**src/rtl/uart_duplex_core.sv**
```systemverilog
// Full-duplex UART: TX takes one word per valid/ready handshake (tx_ready low for the whole frame), RX emits a one-cycle valid with error flags.
// Optional internal TX->RX loopback (tx_serial forced high) when UART_LOOPBACK_EN is defined.
module uart_duplex_core #(
  parameter int DATA_BITS    = 8,
  parameter int CLKS_PER_BIT = 434,
  parameter int STOP_BITS    = 1
) (
  input  logic                 clk,
  input  logic                 reset_n,
`ifdef UART_LOOPBACK_EN
  input  logic                 loopback,
`endif
  input  logic [1:0]           parity_type,
  input  logic [DATA_BITS-1:0] tx_data,
  input  logic                 tx_valid,
  output logic                 tx_ready,
  output logic                 tx_serial,
  output logic                 tx_active,
  output logic                 tx_done,
  input  logic                 rx_serial,
  output logic [DATA_BITS-1:0] rx_data,
  output logic                 rx_valid,
  output logic                 rx_parity_err,
  output logic                 rx_frame_err,
  output logic                 rx_active
);

  localparam int CW = $clog2(CLKS_PER_BIT);
  localparam int BW = $clog2(DATA_BITS);
  localparam logic [CW-1:0] CNT_LAST  = CW'(CLKS_PER_BIT - 1);
  localparam logic [CW-1:0] CNT_HALF  = CW'(CLKS_PER_BIT / 2 - 1);
  localparam logic [BW-1:0] BIT_LAST  = BW'(DATA_BITS - 1);
  localparam logic          STOP_LAST = 1'(STOP_BITS - 1);

  typedef enum logic [2:0] {S_IDLE, S_START, S_DATA, S_PARITY, S_STOP} state_e;

  state_e                 tx_state_q, tx_state_d;
  logic [CW-1:0]          tx_cnt_q, tx_cnt_d;
  logic [BW-1:0]          tx_bit_q, tx_bit_d;
  logic                   tx_stop_q, tx_stop_d;
  logic [DATA_BITS-1:0]   tx_shift_q, tx_shift_d;
  logic                   tx_par_en_q, tx_par_en_d;
  logic                   tx_par_bit_q, tx_par_bit_d;
  logic                   tx_line, tx_tick;

  state_e                 rx_state_q, rx_state_d;
  logic [1:0]             rx_sync_q;
  logic                   rx_prev_q;
  logic [CW-1:0]          rx_cnt_q, rx_cnt_d;
  logic [BW-1:0]          rx_bit_q, rx_bit_d;
  logic [DATA_BITS-1:0]   rx_shift_q, rx_shift_d;
  logic                   rx_par_en_q, rx_par_en_d;
  logic                   rx_odd_q, rx_odd_d;
  logic                   rx_par_q, rx_par_d;
  logic [DATA_BITS-1:0]   rx_data_q, rx_data_d;
  logic                   rx_valid_q, rx_valid_d;
  logic                   rx_perr_q, rx_perr_d;
  logic                   rx_ferr_q, rx_ferr_d;
  logic                   rx_in, rx_s, rx_tick;

`ifdef UART_LOOPBACK_EN
  assign tx_serial = loopback ? 1'b1 : tx_line;
  assign rx_in     = loopback ? tx_line : rx_serial;
`else
  assign tx_serial = tx_line;
  assign rx_in     = rx_serial;
`endif

  assign tx_ready      = (tx_state_q == S_IDLE);
  assign tx_active     = (tx_state_q != S_IDLE);
  assign rx_active     = (rx_state_q != S_IDLE);
  assign rx_data       = rx_data_q;
  assign rx_valid      = rx_valid_q;
  assign rx_parity_err = rx_perr_q;
  assign rx_frame_err  = rx_ferr_q;
  assign rx_s          = rx_sync_q[1];

  always_comb begin
    tx_state_d   = tx_state_q;
    tx_cnt_d     = tx_cnt_q;
    tx_bit_d     = tx_bit_q;
    tx_stop_d    = tx_stop_q;
    tx_shift_d   = tx_shift_q;
    tx_par_en_d  = tx_par_en_q;
    tx_par_bit_d = tx_par_bit_q;
    tx_line      = 1'b1;
    tx_done      = 1'b0;
    tx_tick      = (tx_cnt_q == CNT_LAST);
    if (tx_state_q != S_IDLE) tx_cnt_d = tx_tick ? '0 : tx_cnt_q + 1'b1;
    case (tx_state_q)
      S_IDLE: begin
        if (tx_valid) begin
          tx_state_d   = S_START;
          tx_cnt_d     = '0;
          tx_shift_d   = tx_data;
          tx_par_en_d  = (parity_type == 2'b01) || (parity_type == 2'b10);
          tx_par_bit_d = (parity_type == 2'b10) ? ^tx_data : ~^tx_data;
        end
      end
      S_START: begin
        tx_line = 1'b0;
        if (tx_tick) begin
          tx_state_d = S_DATA;
          tx_bit_d   = '0;
        end
      end
      S_DATA: begin
        tx_line = tx_shift_q[0];
        if (tx_tick) begin
          tx_shift_d = tx_shift_q >> 1;
          tx_bit_d   = tx_bit_q + 1'b1;
          tx_stop_d  = 1'b0;
          if (tx_bit_q == BIT_LAST) tx_state_d = tx_par_en_q ? S_PARITY : S_STOP;
        end
      end
      S_PARITY: begin
        tx_line = tx_par_bit_q;
        if (tx_tick) tx_state_d = S_STOP;
      end
      S_STOP: begin
        if (tx_tick) begin
          if (tx_stop_q == STOP_LAST) begin
            tx_state_d = S_IDLE;
            tx_done    = 1'b1;
          end else begin
            tx_stop_d = tx_stop_q + 1'b1;
          end
        end
      end
      default: tx_state_d = S_IDLE;
    endcase
  end

  always_comb begin
    rx_state_d  = rx_state_q;
    rx_cnt_d    = rx_cnt_q;
    rx_bit_d    = rx_bit_q;
    rx_shift_d  = rx_shift_q;
    rx_par_en_d = rx_par_en_q;
    rx_odd_d    = rx_odd_q;
    rx_par_d    = rx_par_q;
    rx_data_d   = rx_data_q;
    rx_valid_d  = 1'b0;
    rx_perr_d   = 1'b0;
    rx_ferr_d   = 1'b0;
    rx_tick     = (rx_cnt_q == CNT_LAST);
    if (rx_state_q != S_IDLE) rx_cnt_d = rx_tick ? '0 : rx_cnt_q + 1'b1;
    case (rx_state_q)
      S_IDLE: begin
        if (rx_prev_q && !rx_s) begin
          rx_state_d  = S_START;
          rx_cnt_d    = '0;
          rx_par_en_d = (parity_type == 2'b01) || (parity_type == 2'b10);
          rx_odd_d    = (parity_type == 2'b01);
        end
      end
      // Half a bit after the edge: a line already back high was a glitch.
      S_START: begin
        if (rx_cnt_q == CNT_HALF) begin
          rx_cnt_d   = '0;
          rx_bit_d   = '0;
          rx_state_d = rx_s ? S_IDLE : S_DATA;
        end
      end
      S_DATA: begin
        if (rx_tick) begin
          rx_shift_d = {rx_s, rx_shift_q[DATA_BITS-1:1]};
          rx_bit_d   = rx_bit_q + 1'b1;
          if (rx_bit_q == BIT_LAST) rx_state_d = rx_par_en_q ? S_PARITY : S_STOP;
        end
      end
      S_PARITY: begin
        if (rx_tick) begin
          rx_par_d   = rx_s;
          rx_state_d = S_STOP;
        end
      end
      S_STOP: begin
        if (rx_tick) begin
          rx_state_d = S_IDLE;
          rx_data_d  = rx_shift_q;
          rx_valid_d = 1'b1;
          rx_perr_d  = rx_par_en_q && ((^rx_shift_q ^ rx_par_q) != rx_odd_q);
          rx_ferr_d  = !rx_s;
        end
      end
      default: rx_state_d = S_IDLE;
    endcase
  end

  always_ff @(posedge clk or negedge reset_n) begin
    if (!reset_n) begin
      tx_state_q   <= S_IDLE;
      tx_cnt_q     <= '0;
      tx_bit_q     <= '0;
      tx_stop_q    <= 1'b0;
      tx_shift_q   <= '0;
      tx_par_en_q  <= 1'b0;
      tx_par_bit_q <= 1'b0;
      rx_state_q   <= S_IDLE;
      rx_sync_q    <= 2'b11;
      rx_prev_q    <= 1'b1;
      rx_cnt_q     <= '0;
      rx_bit_q     <= '0;
      rx_shift_q   <= '0;
      rx_par_en_q  <= 1'b0;
      rx_odd_q     <= 1'b0;
      rx_par_q     <= 1'b0;
      rx_data_q    <= '0;
      rx_valid_q   <= 1'b0;
      rx_perr_q    <= 1'b0;
      rx_ferr_q    <= 1'b0;
    end else begin
      tx_state_q   <= tx_state_d;
      tx_cnt_q     <= tx_cnt_d;
      tx_bit_q     <= tx_bit_d;
      tx_stop_q    <= tx_stop_d;
      tx_shift_q   <= tx_shift_d;
      tx_par_en_q  <= tx_par_en_d;
      tx_par_bit_q <= tx_par_bit_d;
      rx_state_q   <= rx_state_d;
      rx_sync_q    <= {rx_sync_q[0], rx_in};
      rx_prev_q    <= rx_s;
      rx_cnt_q     <= rx_cnt_d;
      rx_bit_q     <= rx_bit_d;
      rx_shift_q   <= rx_shift_d;
      rx_par_en_q  <= rx_par_en_d;
      rx_odd_q     <= rx_odd_d;
      rx_par_q     <= rx_par_d;
      rx_data_q    <= rx_data_d;
      rx_valid_q   <= rx_valid_d;
      rx_perr_q    <= rx_perr_d;
      rx_ferr_q    <= rx_ferr_d;
    end
  end

endmodule
```
**config.mk**
```make
export PLATFORM = sky130hd
export DESIGN_NAME = uart_duplex_core
export DESIGN_NICKNAME = d
export VERILOG_FILES = /design/src/rtl/uart_duplex_core.sv
export SDC_FILE = /design/constraint.sdc
export NUM_CORES = 1
export LEC_CHECK = 0
export BUFFER_PORTS_ARGS = -buffer_cell sky130_fd_sc_hd__buf_2
export CAP_MARGIN = 30
export CELL_PAD_IN_SITES_DETAIL_PLACEMENT = 0
export CELL_PAD_IN_SITES_GLOBAL_PLACEMENT = 1
export CORE_MARGIN = 4
export CORE_UTILIZATION = 40
export DETAILED_ROUTE_END_ITERATION = 10
export HOLD_SLACK_MARGIN = 0.02
export MAX_ROUTING_LAYER = met4
export PLACE_DENSITY_LB_ADDON = 0.12
export SYNTH_ARGS = -nofsm -noshare
export SYNTH_HDL_FRONTEND = slang
export SYNTH_SLANG_ARGS = --single-unit
```
**constraint.sdc**
```tcl
create_clock -name clk -period 2.1 [get_ports clk]
set_input_delay 0.42 -clock clk [delete_from_list [all_inputs] [get_ports clk]]
set_output_delay 0.42 -clock clk [all_outputs]
set_load 0.05 [all_outputs]
```
==> impl_metrics.py, run 1 <==
metrics = {
    "status": {
        "status": "finished clean",
    },
    "placed_design": {
        "io_buffers": 29,
        "post-dp-hpwl_mm": 4.78,
        "dp_cells": 439,
        "dpl-instance-area_um2": 3760,
        "place.gp.congestion": 0.809,
        "preCtsSetupSlack_ns": 0.00849,
    },
    "clocking": {
        "worstSkewPairLatency_ns": 0.34,
        "numCtsBuffers": 9,
        "numClockSinks": 65,
        "tritoncts": "built",
        "root_buffer": "clkbuf_8",
        "ctsLongestPathBuffers": 2,
        "clkTransAtPathRegs_ns": 0.08,
        "h-tree-depth": 3,
    },
    "grt": {
        "antenna_found_initial": 0,
        "grt_pass1_vias": 2401,
        "grt_max_degree": 36,
        "track_usage": 0.152,
        "grt_overflow_total": 0,
        "grt_pass1_wl_mm": 11.8,
    },
    "worst_setup_path": {
        "crit_fanout": 2,
        "r2r_slack_ns": 0.13,
        "timing.rr.start": "rx_cnt_q[1]$_DFF_PN0_",
        "end_kind": "output pin",
        "rr_worst_depth": 7,
        "cp_slowest_stage_delay_ns": 0.41,
        "cp.required_ns": 1.68,
        "r2r-end": "rx_cnt_q[7]$_DFF_PN0_",
        "worst-endpoint-arrival_ns": 1.61,
        "critical_path_class": "reg2out",
        "critPathLaunchType": "flip-flop",
        "slowest_stage": "dfrtp_2",
        "critical_path.cell_chain": "and4bb_2, and4_4, and3_1, buf_6",
    },
    "sta": {
        "skew_ns": 0.0113,
        "tightest_slew_ns": 0.544,
        "rsz0062_at_grt": "false",
        "hold_viol": 0,
        "drv_slew": 0,
        "layout_setup_ws_ns": 0.0695,
        "fin_crit_ns": 2.03,
        "timing.fmax_ghz": 0.493,
        "setup_viol": 0,
        "tns_ns": 0,
        "fin_crit_sh": 0.967,
        "relSlewSlack": 0.633,
    },
    "floorplan": {
        "die_h_um": 100,
        "rows": 33,
        "die-area_um2": 10000,
        "die_x_um": 100,
        "core_area_um2": 8260,
        "io_pins": 30,
        "initial_utilization": 0.412,
    },
    "routing": {
        "via_per_inst": 5.14,
        "via_count": 2364,
        "drt-pass1-iter-count": 4,
        "drc": 0,
        "drtAntennaViolNets": 0,
        "avgRoutedWirePerCell_um": 14.5,
        "drt_wl_total_mm": 6.66,
        "drtIter0Drc": 89,
    },
    "cells_and_area": {
        "final_cells": 460,
        "antenna_cells": 0,
        "areaGrowthSynthToFinish_pct": 18.6,
        "final_cell_area_um2": 4030,
        "fin_nets": 375,
        "fill_cells": 776,
        "drive_gt1_frac": 0.327,
    },
    "synth": {
        "synth_edf_count": 0,
        "syn_inst": 298,
        "synthesis.nets": 323,
        "yosysMostFrequentCell": "dfrtp_1",
        "synth.area.top_cells": "dfrtp_1 46%, mux2_2 9.9%, xnor2_1 4.4%, ha_1 4.1%, dfstp_2 2.3%",
        "avgSynthCellArea_um2": 11.4,
        "ys_ff_latch": 65,
        "synth_top_area_share": 0.457,
        "synth.largest_area_cell": "dfrtp_1",
        "yosysSeqAreaShare": 0.480,
        "synth_ff_type": "dfrtp_1",
        "yosysUniqueCellTypes": 55,
        "synth-async-reset-ratio": 1.00,
        "ys_warn_count": 0,
        "syn_area_um2": 3400,
        "ys_top_cells_by_count": "62 x dfrtp_1, 30 x mux2_2, 20 x nand2_1",
    },
    "hold_path": {
        "hold_depth": 1,
        "hold_class": "in2reg",
        "worstHoldStart": "rx_serial",
        "holdPathEnd": "rx_sync_q[0]$_DFF_PN1_",
    },
    "power_and_ir_drop": {
        "p_leak_nw": 1.89,
        "ir_drop_v": 0.000405,
        "finalPower_w": 0.00316,
        "powerDensity_nw_per_um2": 785,
    },
    "job": {
        "cap_viol_max_count": 0,
    },
}
timing repair:
| item | 4_1_cts | 5_1_grt |
|---|---|---|
| gates resized for setup | 5 | 1 |
| pin swaps | 1 | 0 |
| hold endpoints to repair | 5 | 0 |
| hold buffers | 1 | 0 |
| buffers inserted | 4 | 0 |
| setup endpoints to repair | 2 | 1 |
worst max-delay path, delay by kind of cell, from the launching register on:
family,cells,cell delay (ns)
and+or+nand+nor,3,0.71
DFF,1,0.41
buffers and inverters,1,0.16
state kept, by name, summed over array words and instances, names as in the netlist:
| signal | flops |
|---|---|
| rx_valid | 1 |
| rx_bit_q | 3 |
| rx_odd_q | 1 |
| rx_data | 8 |
| tx_par_bit_q | 1 |
| rx_shift_q | 8 |
| rx_sync_q | 2 |
| tx_cnt_q | 9 |
| tx_shift_q | 8 |
| tx_bit_q | 3 |
| tx_state_q | 3 |
| rx_par_q | 1 |
| tx_par_en_q | 1 |
| rx_cnt_q | 9 |
| rx_prev_q | 1 |
| rx_frame_err | 1 |
| rx_parity_err | 1 |
| rx_par_en_q | 1 |
| rx_state_q | 3 |
logic make-up (layout without fill, tap and decap cells):
logic type	after synthesis	after routing	synth area share
flip-flops	65	65	0.480
AND/OR/NAND/NOR	94	94	0.164
multiplexers	35	35	0.115
AO/OA/AOI/OAI	47	47	0.105
adder cells (fa/ha/maj)	11	11	0.0405
XOR/XNOR	24	24	0.0700
buffers and inverters	22	79	0.0261
worst max path at each step:
stage	end	slack, ns	cells past startpoint	from
detailed placement	rx_cnt_q[7]$_DFF_PN0_	0.008	6	rx_cnt_q[1]$_DFF_PN0_
global route	tx_ready	0.005	3	tx_state_q[2]$_DFFE_PN0P_
floorplan	tx_shift_q[3]$_DFFE_PN0P_	0.10	6	tx_state_q[0]$_DFFE_PN0P_
CTS	tx_done	0.04	4	tx_cnt_q[3]$_DFF_PN0_
global placement	rx_cnt_q[6]$_DFF_PN0_	0.07	6	rx_cnt_q[1]$_DFF_PN0_
finish	tx_done	0.07	4	tx_cnt_q[3]$_DFF_PN0_
per-layer routing:
layer	part of all wire	routed length (um)	GRT usage
met1	0.50	3320	0.215
met2	0.45	2980	0.213
met4	0.0098	65	0.0549
met5	0	0	-
met3	0.045	300	0.0375
final cells by class:
cell class                 instances  area, um^2  area share
clock inverter                     7        77.6      0.0193
multi-input combinational        211        1680       0.417
inverter                          14        52.6      0.0130
timing repair buffer              49         329      0.0817
tap                              105         131      0.0326
sequential                        65        1630       0.405
clock buffer                       9         124      0.0307
cell usage in the layout, fill, tap and decap left out, types with 2 or more instances in the layout:
cell type,netlist,layout
a211o_1,2,2
o21ai_0,13,13
buf_2,5,28
nand2_1,20,20
nand3b_1,2,2
clkbuf_8,0,9
buf_4,0,17
nand4bb_1,2,2
and4bb_2,2,2
nand4b_1,2,2
a21o_1,3,3
dfstp_2,3,3
or3b_2,3,3
dfrtp_2,0,2
nor2_1,19,19
dfrtp_1,62,60
xor2_1,5,5
xnor2_1,17,17
and3_1,3,3
nor3_1,10,10
clkinv_4,0,2
inv_1,13,13
a21oi_1,7,7
nand3_1,7,7
or3_1,4,4
o31ai_1,5,5
buf_12,0,2
mux2i_1,4,4
a22o_1,2,2
nand2b_1,2,2
mux2_2,30,30
nor2b_1,3,3
nand4_1,4,4
ha_1,11,11
o22ai_1,2,2
xnor3_1,2,2
inv_6,0,2
o311ai_0,4,4
report_power, final:
| part | internal (W) | switching, W |
|---|---|---|
| clock network | 0.000558 | 0.000519 |
| logic | 0.000274 | 0.000280 |
| registers | 0.00141 | 0.000123 |
| total | 0.00224 | 0.000921 |
metrics by stage:
stage,utilization,hold slack [ns]
global route,0.488,0.148
detailed placement,0.456,0.273
CTS,0.488,0.147
floorplan,-,0.124
global placement,0.456,0.272
finish,0.488,0.170
Power figures use the tool's default switching activity.
==> inputs of run 2 (changes only) <==
Settings changed: CELL_PAD_IN_SITES_DETAIL_PLACEMENT 0 to 1, CELL_PAD_IN_SITES_GLOBAL_PLACEMENT 1 to 2.
==> impl_metrics.py, run 2 (synthesis results as in run 1) <==
metrics = {
    "status": {
        "status": "finished clean",
    },
    "power_and_ir_drop": {
        "p_sw_frac": 0.279,
        "p_comb_frac": 0.171,
        "power_frac_seq": 0.464,
        "powerDensity_nw_per_um2": 815,
        "ir_drop_v": 0.000446,
        "clkPwrFrac": 0.365,
        "power.switching_w": 0.000925,
        "finalPower_w": 0.00331,
        "p_int_w": 0.00239,
        "p_leak_nw": 1.90,
    },
    "cells_and_area": {
        "final_common_cell": "dfrtp_1",
        "final_cell_mix": "60 x dfrtp_1, 30 x mux2_2, 26 x buf_2",
        "reg_top3": "rx_cnt_q (9), tx_cnt_q (9)",
        "fin_nets": 374,
        "antenna_cells": 0,
        "post-route-util": 0.492,
        "drive_gt1_frac": 0.333,
        "areaGrowthSynthToFinish_pct": 19.6,
    },
    "sta": {
        "rsz0062_at_grt": "false",
        "timing.fmax_ghz": 0.490,
        "skew_ns": 0.00912,
        "relSlewSlack": 0.669,
        "tightest_slew_ns": 0.490,
        "drv_slew": 0,
        "hold_viol": 0,
        "whs_ns": 0.0782,
        "tns_ns": 0,
        "fin_crit_sh": 0.971,
        "fin_crit_ns": 2.04,
        "setup_viol": 0,
    },
    "worst_setup_path": {
        "critical_path_class": "reg2out",
        "end_kind": "output pin",
        "crit_fanout": 2,
        "worst-endpoint-arrival_ns": 1.62,
        "crit_path_start": "tx_cnt_q[3]$_DFF_PN0_",
        "cp-endpoint": "tx_done",
        "r2r_slack_ns": 0.15,
        "critPathLaunchType": "flip-flop",
        "timing.rr.start": "rx_cnt_q[1]$_DFF_PN0_",
        "r2r-end": "rx_cnt_q[5]$_DFF_PN0_",
        "cp.required_ns": 1.68,
        "rr_worst_depth": 7,
    },
    "placed_design": {
        "post-dp-hpwl_mm": 5.13,
        "place.gp.congestion": 0.795,
        "io_buffers": 29,
    },
    "floorplan": {
        "initial_utilization": 0.412,
        "die-area_um2": 10000,
        "io_pins": 30,
        "die_x_um": 100,
        "core_area_um2": 8260,
        "rows": 33,
        "die_h_um": 100,
    },
    "clocking": {
        "worstSkewPairLatency_ns": 0.34,
        "tritoncts": "built",
        "numClockSinks": 65,
        "clkTransAtPathRegs_ns": 0.08,
        "numCtsBuffers": 9,
        "h-tree-depth": 3,
        "root_buffer": "clkbuf_8",
        "ctsLongestPathBuffers": 2,
    },
    "grt": {
        "antenna_found_initial": 0,
        "grt_overflow_total": 0,
        "grt_pass1_vias": 2521,
        "grt_max_degree": 66,
        "track_usage": 0.163,
        "grt_pass1_wl_mm": 12.6,
    },
    "routing": {
        "drt_wl_total_mm": 7.32,
        "avgRoutedWirePerCell_um": 16.0,
        "drc": 0,
        "drtAntennaViolNets": 0,
        "via_per_inst": 5.31,
        "drt-pass1-iter-count": 4,
        "drtIter0Drc": 81,
        "via_count": 2438,
    },
    "job": {
        "cap_viol_max_count": 0,
    },
    "hold_path": {
        "hold_class": "in2async",
    },
}
run 2: what timing repair did:
item,CTS,global route
hold buffers,0,0
setup buffers,3,1
hold endpoints to repair,0,0
endpoints found under the setup margin,1,12
resized for setup,5,7
pin swaps,0,2
run 2: area by class of cell:
cell class | count | area (um^2)
Tap cell | 105 | 131
Multi-Input combinational cell | 211 | 1690
Clock inverter | 6 | 90.1
Fill cell | 908 | 4190
Timing Repair Buffer | 48 | 328
Inverter | 14 | 52.6
Sequential cell | 65 | 1630
Clock buffer | 10 | 138
run 2: worst min path at each step:
stage / start / to / slack (ns) / cells past startpoint
finish: reset_n / rx_cnt_q[3]$_DFF_PN0_ / 0.08 / 2
CTS: reset_n / tx_shift_q[2]$_DFFE_PN0P_ / 0.09 / 2
detailed placement: rx_sync_q[0]$_DFF_PN1_ / rx_sync_q[1]$_DFF_PN1_ / 0.35 / 0
floorplan: reset_n / rx_bit_q[0]$_DFFE_PN0P_ / 0.12 / 0
global placement: rx_sync_q[0]$_DFF_PN1_ / rx_sync_q[1]$_DFF_PN1_ / 0.35 / 0
global route: reset_n / tx_shift_q[2]$_DFFE_PN0P_ / 0.10 / 2
run 2: power groups by stage:
stage / Sequential, W / Clock [W] / Combinational [W]
2_1_floorplan: 0.00153 / 0 / 0.000378
3_3_place_gp: 0.00156 / 0 / 0.000521
3_5_place_dp: 0.00157 / 0 / 0.000538
4_1_cts: 0.00154 / 0.00126 / 0.000564
5_1_grt: 0.00156 / 0.00132 / 0.000643
6_report: 0.00154 / 0.00121 / 0.000566
run 2: layer usage:
metal  vias up  global-route usage  part of all wire  wire [um]
met4         0              0.0373            0.0094         69
li1       1173                   -                 -          -
met2        41               0.237              0.45       3300
met1      1216               0.226              0.51       3720
met3         8              0.0473             0.032        235
met5         -                   -                 0          0
run 2: worst max-delay path, cell delays in order (launching register included):
cell and delay (ns):
dfrtp_2 0.42, and4bb_2 0.30, and4_4 0.23, and3_4 0.19, buf_8 0.14
run 2: per-stage QoR:
stage / setup slack, ns / cell area, um^2 / std cells
2_1_floorplan: 0.103 / 3400 / 298
3_3_place_gp: 0.121 / 3760 / 439
3_5_place_dp: 0.0521 / 3760 / 439
4_1_cts: 0.0289 / 4020 / 458
5_1_grt: 0.000316 / 4060 / 459
6_report: 0.0604 / 4060 / 459
==> inputs of run 3 (changes only) <==
Settings changed: CORE_MARGIN 4 to 5, MAX_ROUTING_LAYER met4 to unset.
==> impl_metrics.py, run 3 (synthesis results as in run 1) <==
metrics = {
    "status": {
        "status": "finished clean",
    },
    "cells_and_area": {
        "drive_gt1_frac": 0.329,
        "final_cells": 461,
        "fin_nets": 376,
        "reg_top3": "rx_cnt_q (9), tx_cnt_q (9)",
        "final_cell_mix": "61 x dfrtp_1, 30 x mux2_2, 28 x buf_2",
        "antenna_cells": 0,
        "fill_cells": 908,
        "regArea_um2": 1630,
        "final_cell_area_um2": 4060,
        "post-route-util": 0.491,
        "multi_input_area_um2": 1700,
        "final_common_cell": "dfrtp_1",
        "areaGrowthSynthToFinish_pct": 19.3,
    },
    "placed_design": {
        "io_buffers": 29,
        "post-dp-hpwl_mm": 5.57,
        "dpl-instance-area_um2": 3780,
        "dp_cells": 441,
        "place.gp.congestion": 0.795,
        "preCtsSetupSlack_ns": 0.0395,
    },
    "worst_setup_path": {
        "crit_fanout": 6,
        "crit_path_start": "tx_state_q[2]$_DFFE_PN0P_",
        "critical_path_class": "reg2out",
        "slowest_stage": "or3_1",
        "critPathLaunchType": "flip-flop",
        "cp.required_ns": 1.68,
        "worst-endpoint-arrival_ns": 1.61,
        "cp-endpoint": "tx_ready",
        "end_kind": "output pin",
        "r2r-end": "rx_cnt_q[8]$_DFF_PN0_",
        "rr_worst_depth": 7,
        "timing.rr.start": "rx_cnt_q[1]$_DFF_PN0_",
        "r2r_slack_ns": 0.13,
        "critical_path.cell_chain": "or3_1, inv_2, buf_2",
        "cp_slowest_stage_delay_ns": 0.50,
    },
    "clocking": {
        "clkTransAtPathRegs_ns": 0.07,
        "worstSkewPairLatency_ns": 0.33,
        "tritoncts": "built",
        "root_buffer": "clkbuf_8",
        "numCtsBuffers": 9,
        "ctsLongestPathBuffers": 2,
        "numClockSinks": 65,
        "h-tree-depth": 3,
        "ctsHoldBuffers": 0,
    },
    "sta": {
        "hold_viol": 0,
        "rsz0062_at_grt": "false",
        "timing.fmax_ghz": 0.493,
        "tns_ns": 0,
        "tightest_slew_ns": 0.621,
        "drv_slew": 0,
        "relSlewSlack": 0.581,
        "fin_crit_ns": 2.03,
        "skew_ns": 0.00698,
        "setup_viol": 0,
        "layout_setup_ws_ns": 0.0701,
        "fin_crit_sh": 0.967,
    },
    "floorplan": {
        "core_area_um2": 8260,
        "die_x_um": 102,
        "die_h_um": 102,
        "rows": 33,
        "initial_utilization": 0.412,
        "die-area_um2": 10400,
        "io_pins": 30,
    },
    "power_and_ir_drop": {
        "p_sw_frac": 0.278,
        "power.switching_w": 0.000898,
        "ir_drop_v": 0.000570,
        "p_int_w": 0.00233,
        "p_leak_nw": 1.91,
        "p_comb_frac": 0.179,
        "powerDensity_nw_per_um2": 796,
        "clkPwrFrac": 0.344,
        "power_frac_seq": 0.476,
    },
    "routing": {
        "avgRoutedWirePerCell_um": 16.7,
        "drtIter0Drc": 54,
        "via_count": 2458,
        "via_per_inst": 5.33,
        "drt-pass1-iter-count": 4,
        "drtAntennaViolNets": 0,
        "drc": 0,
        "drt_wl_total_mm": 7.68,
    },
    "hold_path": {
        "hold_class": "in2async",
    },
    "grt": {
        "antenna_found_initial": 0,
        "grt_overflow_total": 0,
        "grt_pass1_wl_mm": 13.1,
        "track_usage": 0.160,
        "grt_pass1_vias": 2607,
        "grt_max_degree": 37,
    },
    "job": {
        "cap_viol_max_count": 0,
    },
}
run 3: changes by cell type in the layout (fill, tap and decap cells not counted), sizes merged:
cell	before	now
buf	47	50
clkinvlp	1	0
inv	15	14
bufinv	2	1
clkinv	2	1
clkbuf	11	14
run 3: power by group through the flow:
stage	clock, W	combinational [W]	sequential (W)
6_report	0.00111	0.000580	0.00154
2_1_floorplan	0	0.000378	0.00153
5_1_grt	0.00120	0.000647	0.00156
3_3_place_gp	0	0.000524	0.00156
3_5_place_dp	0	0.000546	0.00157
4_1_cts	0.00115	0.000573	0.00154
run 3: critical path: cells and delay by family, from the launching register on:
family	cells	cell delay [ns]
flip-flops	1	0.37
buffers and inverters	2	0.40
AND/OR/NAND/NOR	1	0.50
run 3: final cells by class:
cell class,instances,share of cell area
clock buffer,14,0.0426
multi-input combinational,211,0.419
tap,105,0.0324
inverter,14,0.0130
timing repair buffer,50,0.0824
clock inverter,2,0.00864
sequential,65,0.402
run 3: repair_timing:
action	in CTS	in global routing
resized for setup	5	3
pin swaps	0	2
endpoints found under the setup margin	1	19
buffers inserted	2	2
run 3: stage by stage:
stage          power, W  hold slack (ns)
2_1_floorplan   0.00191            0.124
3_3_place_gp    0.00208            0.348
3_5_place_dp    0.00211            0.347
4_1_cts         0.00325            0.110
5_1_grt         0.00341            0.141
6_report        0.00323            0.102
run 3: metal layers:
layer | share of wire | global-route usage
met2 | 0.47 | 0.249
met4 | 0.010 | 0.0545
met5 | 0 | 0
met3 | 0.027 | 0.0314
met1 | 0.50 | 0.224
run 3: worst min path at each step:
stage	startpoint	slack, ns	cells past startpoint	to
5_1_grt	reset_n	0.14	1	rx_cnt_q[1]$_DFF_PN0_
6_report	reset_n	0.10	1	rx_cnt_q[3]$_DFF_PN0_
4_1_cts	reset_n	0.11	1	rx_cnt_q[1]$_DFF_PN0_
3_3_place_gp	rx_sync_q[0]$_DFF_PN1_	0.35	0	rx_sync_q[1]$_DFF_PN1_
3_5_place_dp	rx_sync_q[0]$_DFF_PN1_	0.35	0	rx_sync_q[1]$_DFF_PN1_
2_1_floorplan	reset_n	0.12	0	rx_bit_q[0]$_DFFE_PN0P_
